--- config.mk ---
export PLATFORM = sky130hd
export DESIGN_NAME = hr_window_ctrl_flat
export DESIGN_NICKNAME = d
export VERILOG_FILES = /design/src/rtl/hr_window_ctrl_if.sv /design/src/rtl/hr_window_ctrl.sv /design/src/flat_wrapper.sv
export SDC_FILE = /design/constraint.sdc
export NUM_CORES = 1
export LEC_CHECK = 0
export ABC_AREA = 0
export ABC_CLOCK_PERIOD_IN_PS = 2000
export CAP_MARGIN = 25
export CORE_ASPECT_RATIO = 1.2
export CORE_MARGIN = 5
export CORE_UTILIZATION = 45
export CTS_BUF_LIST = sky130_fd_sc_hd__clkbuf_8
export DETAILED_ROUTE_END_ITERATION = 6
export HOLD_SLACK_MARGIN = 0.06
export PLACE_DENSITY = 0.76
export SETUP_SLACK_MARGIN = 0.15
export SYNTH_ARGS = -nofsm -noshare
export SYNTH_HDL_FRONTEND = slang
export SYNTH_SLANG_ARGS = --single-unit
--- constraint.sdc ---
create_clock -name clk -period 2 [get_ports clk]
set_input_delay 0.2 -clock clk [delete_from_list [all_inputs] [get_ports clk]]
set_output_delay 0.2 -clock clk [all_outputs]
set_load 0.02 [all_outputs]
--- src/rtl/hr_window_ctrl_if.sv ---
// Control/status bundle between the heart-rate window scheduler, the external
// beat counter and the display/LED logic.
`timescale 1ns/1ps
interface hr_window_ctrl_if;
    logic        start;
    logic        stop;
    logic        continuous;
    logic [18:0] cnt_value;
    logic        cnt_clr;
    logic        cnt_en;
    logic        busy;
    logic [18:0] heartrate;
    logic        hr_valid;
    logic        sat;
    logic [3:0]  led_level;

    modport master (
        output start, stop, continuous, cnt_value,
        input  cnt_clr, cnt_en, busy, heartrate, hr_valid, sat, led_level
    );

    modport slave (
        input  start, stop, continuous, cnt_value,
        output cnt_clr, cnt_en, busy, heartrate, hr_valid, sat, led_level
    );
endinterface

--- src/rtl/hr_window_ctrl.sv ---
// Gating-window scheduler: clears and enables the beat counter for a fixed window,
// then scales the captured count to BPM with saturation and a 4-LED thermometer.
`timescale 1ns/1ps
module hr_window_ctrl #(
    parameter int unsigned WINDOW_CYCLES = 750_000_000,
    parameter int unsigned SCALE         = 4,
    parameter int unsigned TH0           = 10,
    parameter int unsigned TH1           = 20,
    parameter int unsigned TH2           = 30,
    parameter int unsigned TH3           = 40
) (
    input  logic             clk,
    input  logic             rst,
    hr_window_ctrl_if.slave  bus
);
    localparam int unsigned       PW        = 19 + $clog2(SCALE + 1);
    localparam logic [31:0]       LAST_TICK = 32'(WINDOW_CYCLES - 1);
    localparam logic [PW-1:0]     HR_MAX    = PW'(19'h7FFFF);
    localparam logic [4*19-1:0]   TH_PACK   = {19'(TH3), 19'(TH2), 19'(TH1), 19'(TH0)};

    typedef enum logic [1:0] {
        IDLE    = 2'd0,
        CLEAR   = 2'd1,
        MEASURE = 2'd2,
        CAPTURE = 2'd3
    } state_t;

    state_t        state_reg, state_next;
    logic [31:0]   timer_reg, timer_next;
    logic [18:0]   heartrate_reg, heartrate_next;
    logic          sat_reg, sat_next;
    logic [3:0]    led_reg, led_next;
    logic          hr_valid_reg;
    logic [PW-1:0] prod;

    // Full-width product so the saturation test sees every overflow bit.
    assign prod           = PW'(bus.cnt_value) * PW'(SCALE);
    assign sat_next       = (prod > HR_MAX);
    assign heartrate_next = sat_next ? 19'h7FFFF : prod[18:0];

    generate
        for (genvar gi = 0; gi < 4; gi++) begin : g_led
            assign led_next[gi] = (heartrate_next > TH_PACK[gi*19 +: 19]);
        end
    endgenerate

    always_comb begin
        state_next = state_reg;
        timer_next = '0;
        case (state_reg)
            IDLE: begin
                if (bus.start && !bus.stop) state_next = CLEAR;
            end
            CLEAR: begin
                state_next = bus.stop ? IDLE : MEASURE;
            end
            MEASURE: begin
                timer_next = timer_reg + 32'd1;
                if (bus.stop)                    state_next = IDLE;
                else if (timer_reg == LAST_TICK) state_next = CAPTURE;
            end
            CAPTURE: begin
                // A stop here still lets this capture land; it only blocks the restart.
                state_next = (bus.continuous && !bus.stop) ? CLEAR : IDLE;
            end
            default: state_next = IDLE;
        endcase
    end

    always_ff @(posedge clk) begin
        if (rst) begin
            state_reg     <= IDLE;
            timer_reg     <= '0;
            heartrate_reg <= '0;
            sat_reg       <= 1'b0;
            led_reg       <= '0;
            hr_valid_reg  <= 1'b0;
        end else begin
            state_reg    <= state_next;
            timer_reg    <= timer_next;
            hr_valid_reg <= (state_reg == CAPTURE);
            if (state_reg == CAPTURE) begin
                heartrate_reg <= heartrate_next;
                sat_reg       <= sat_next;
                led_reg       <= led_next;
            end
        end
    end

    assign bus.busy      = (state_reg != IDLE);
    assign bus.cnt_en    = (state_reg == MEASURE);
    assign bus.cnt_clr   = (state_reg == CLEAR);
    assign bus.heartrate = heartrate_reg;
    assign bus.hr_valid  = hr_valid_reg;
    assign bus.sat       = sat_reg;
    assign bus.led_level = led_reg;
endmodule

--- src/flat_wrapper.sv ---
// flat-port wrapper written by rule: the top's interface ports become plain ports
module hr_window_ctrl_flat 
#(
    parameter int unsigned WINDOW_CYCLES = 750_000_000,
    parameter int unsigned SCALE         = 4,
    parameter int unsigned TH0           = 10,
    parameter int unsigned TH1           = 20,
    parameter int unsigned TH2           = 30,
    parameter int unsigned TH3           = 40
)
  (clk, rst, bus_start, bus_stop, bus_continuous, bus_cnt_value, bus_cnt_clr, bus_cnt_en, bus_busy, bus_heartrate, bus_hr_valid, bus_sat, bus_led_level);
  hr_window_ctrl_if bus_i ();
  input  logic clk;
  input  logic rst;
  input wire logic [$bits(bus_i.start)-1:0] bus_start;
  input wire logic [$bits(bus_i.stop)-1:0] bus_stop;
  input wire logic [$bits(bus_i.continuous)-1:0] bus_continuous;
  input wire logic [$bits(bus_i.cnt_value)-1:0] bus_cnt_value;
  output wire logic [$bits(bus_i.cnt_clr)-1:0] bus_cnt_clr;
  output wire logic [$bits(bus_i.cnt_en)-1:0] bus_cnt_en;
  output wire logic [$bits(bus_i.busy)-1:0] bus_busy;
  output wire logic [$bits(bus_i.heartrate)-1:0] bus_heartrate;
  output wire logic [$bits(bus_i.hr_valid)-1:0] bus_hr_valid;
  output wire logic [$bits(bus_i.sat)-1:0] bus_sat;
  output wire logic [$bits(bus_i.led_level)-1:0] bus_led_level;
  assign bus_i.start = bus_start;
  assign bus_i.stop = bus_stop;
  assign bus_i.continuous = bus_continuous;
  assign bus_i.cnt_value = bus_cnt_value;
  assign bus_cnt_clr = bus_i.cnt_clr;
  assign bus_cnt_en = bus_i.cnt_en;
  assign bus_busy = bus_i.busy;
  assign bus_heartrate = bus_i.heartrate;
  assign bus_hr_valid = bus_i.hr_valid;
  assign bus_sat = bus_i.sat;
  assign bus_led_level = bus_i.led_level;
  hr_window_ctrl #(.WINDOW_CYCLES(WINDOW_CYCLES), .SCALE(SCALE), .TH0(TH0), .TH1(TH1), .TH2(TH2), .TH3(TH3)) u_core (.clk(clk), .rst(rst), .bus(bus_i));
endmodule
==> results.md <==
* Outcome: finished, final reports clean
* Initial DRC count at 147
* Initial Utilization at 0.4642
* Sum of negative setup slack at 0 ns
* Final setup viols at 0
* Slew margin rel. at 0.6866
* Sequential area share after synthesis at 0.4608
* Fillers at 455
* Minimum clock period at 1.729 ns
* Area leader, netlist: dfxtp_1
* First-pass GRT wire length at 9894 um
* Clk_lat worst skew at 0.34 ns
* Die area at 0.007092 mm2
* Clk root buf: clkbuf_8
* Clock Sinks at 57
* Cells after Synth at 298
* Final WL at 5929 um
* Fin util at 0.6132
* Fmax at 578.3 MHz
* CTS Buf Count at 9
* Worst EP required at 1.80 ns
* Final ANT Viol Nets at 0
* Post-synth EDFFs at 0
* Area of the core at 0.005334 mm2
* Clock Tree Buf Depth at 2
* Syn avg cell area at 8.309 um2
* DRT Pass-1 Iters at 4
* Std cell rows at 29
* ANT cells at 0
* Ports at 52
* Max VDD drop at 0.4453 mV
* Via count at 2296
* DP Wirelength at 4118 um
* Tcrit/Tclk final at 0.8646
* Hold WC Path Type: reg2reg
* Gr ovfl total at 0
* Crit. End Element: primary output
* Ys flop type: dfxtp_1
* # H-tree levels at 3
* Yosys cell types at 35
* Synth async-reset ratio at 0
* Max reg flops at 32
* Synth top area share at 0.4608
* Main area contributors after synthesis: dfxtp_1 (46%), nor2_1 (8.0%), a21oi_1 (4.0%)
* Vias in the first global route at 2262
* Leak at 0.001085 uW
* Critical Path AT at 1.53 ns
* Final Hold Viols at 0
* Syn-to-layout area delta at 32.09%
* Maximum number of pins on one net before global-route repair at 31
* Final Max Slew Viols at 0
* Syn Std Cell Area at 0.002476 mm2
* Crit path kind: reg2out
* Synth top cells by count: dfxtp_1 (57), nor2_1 (53), a21oi_1 (20), nor3_1 (19), nand2_1 (16)
* Yosys warning total at 0
* DIE WIDTH at 77.72 um
* Nets@finish at 373
* CTS tree: yes
* Initial antenna violation count at 0
* Number of I/O port buffers at 51
* CP startpoint kind: register
* Wire per inst at 14.29 um
* Clock-pin transition on the worst setup and hold timing paths at 0.07 ns
* Max_cap viols at 0
* Cell with the most instances after synthesis: dfxtp_1
* Syn Nets at 323
* R2R setup slack at 0.27 ns
* PwrDens at 752.5 mW/mm2
* Clock Skews at 0.01013 ns
* GRT Overall Usage at 0.1698
* Layout cell share with drive strength beyond 1 at 0.09632
* Routability cong. at 0.7641
* Die H at 91.26 um
* Hold_buf cts at 0
* RSZ-0062 raised after global routing: false
* Worst Max-Slew Pin Slew at 0.4659 ns
* # DRC at 0
* Max FO, Critical Path at 5
* #FFs+latches synth at 57
* Vias/cell at 5.533
[placed cells by master (no fill, tap or decap), types with 5 or more instances in the layout]
master           count
nand3_1              9
xor2_1               8
inv_1                5
a21oi_1             20
buf_4                7
o31ai_1             12
nor2_1              53
o21ai_0              9
or4_1               12
clkdlybuf4s50_1     50
clkbuf_8            11
nand2_1             15
dfxtp_1             57
nor4_1               7
nor3_1              19
nand4_1             10
or3_1                6
[worst paths after layout]
check                                   startpoint                         endpoint  cells past startpoint
setup reg to reg    u_core.timer_reg[0]$_SDFF_PP0_  u_core.timer_reg[28]$_SDFF_PP0_                      6
hold reg to reg     u_core.timer_reg[0]$_SDFF_PP0_   u_core.timer_reg[0]$_SDFF_PP0_                      1
hold / removal      u_core.timer_reg[0]$_SDFF_PP0_   u_core.timer_reg[0]$_SDFF_PP0_                      1
setup / recovery  u_core.state_reg[1]$_SDFFE_PP0P_                         bus_busy                      2
[per-layer routing]
metal	up-vias	track usage	share of wire
li1	1165	-	-
met1	1063	0.1911	0.43
met2	60	0.2723	0.47
met3	8	0.07030	0.087
met4	0	0.08739	0.017
met5	-	0	0
[where the power goes]
| group | switching (uW) | internal [uW] |
|---|---|---|
| Clock | 459 | 764 |
| Sequential | 2.87 | 1140 |
| Combinational | 38.8 | 56.9 |
[layout make-up]
cell class                      count  area, um2  share of cell area
Tap cell                           62      77.57             0.02372
Sequential cell                    57       1141              0.3489
Inverter                            5      18.77            0.005738
Clock buffer                       11      151.4             0.04629
Clock inverter                      5      77.57             0.02372
Timing Repair Buffer               58      561.8              0.1718
Multi-Input combinational cell    217       1242              0.3799
[per-stage QoR]
stage	area (um2)	cells	total power (uW)	worst slack (ns)	hold WS, ns
3_3_place_gp	3027	399	1263	0.1890	0.4447
3_5_place_dp	3027	399	1263	0.1405	0.4562
6_report	3271	415	2461	0.2709	0.4717
5_1_grt	3271	415	2538	0.1583	0.4864
4_1_cts	3254	415	2475	0.1534	0.4719
2_1_floorplan	2476	298	1197	0.3195	0.3455
[critical path, stage by stage (launching register included)]
cell,delay (ns)
dfxtp_1,0.34
or2_2,0.30
clkdlybuf4s50_1,0.56
[cell families after synthesis]
group           synth area share
flops                     0.4608
compound gates            0.1081
mux                     0.004043
fa+ha+maj               0.005052
xor+xnor                 0.03537
buf+inv                  0.04396
simple gates              0.3426
[timing repair]
action | in CTS | in global routing
resized for setup | 1 | 6
setup endpoints to repair | 1 | 10
buffers inserted | 0 | 0
pin swaps | 0 | 0
Power figures use the tool's default switching activity.
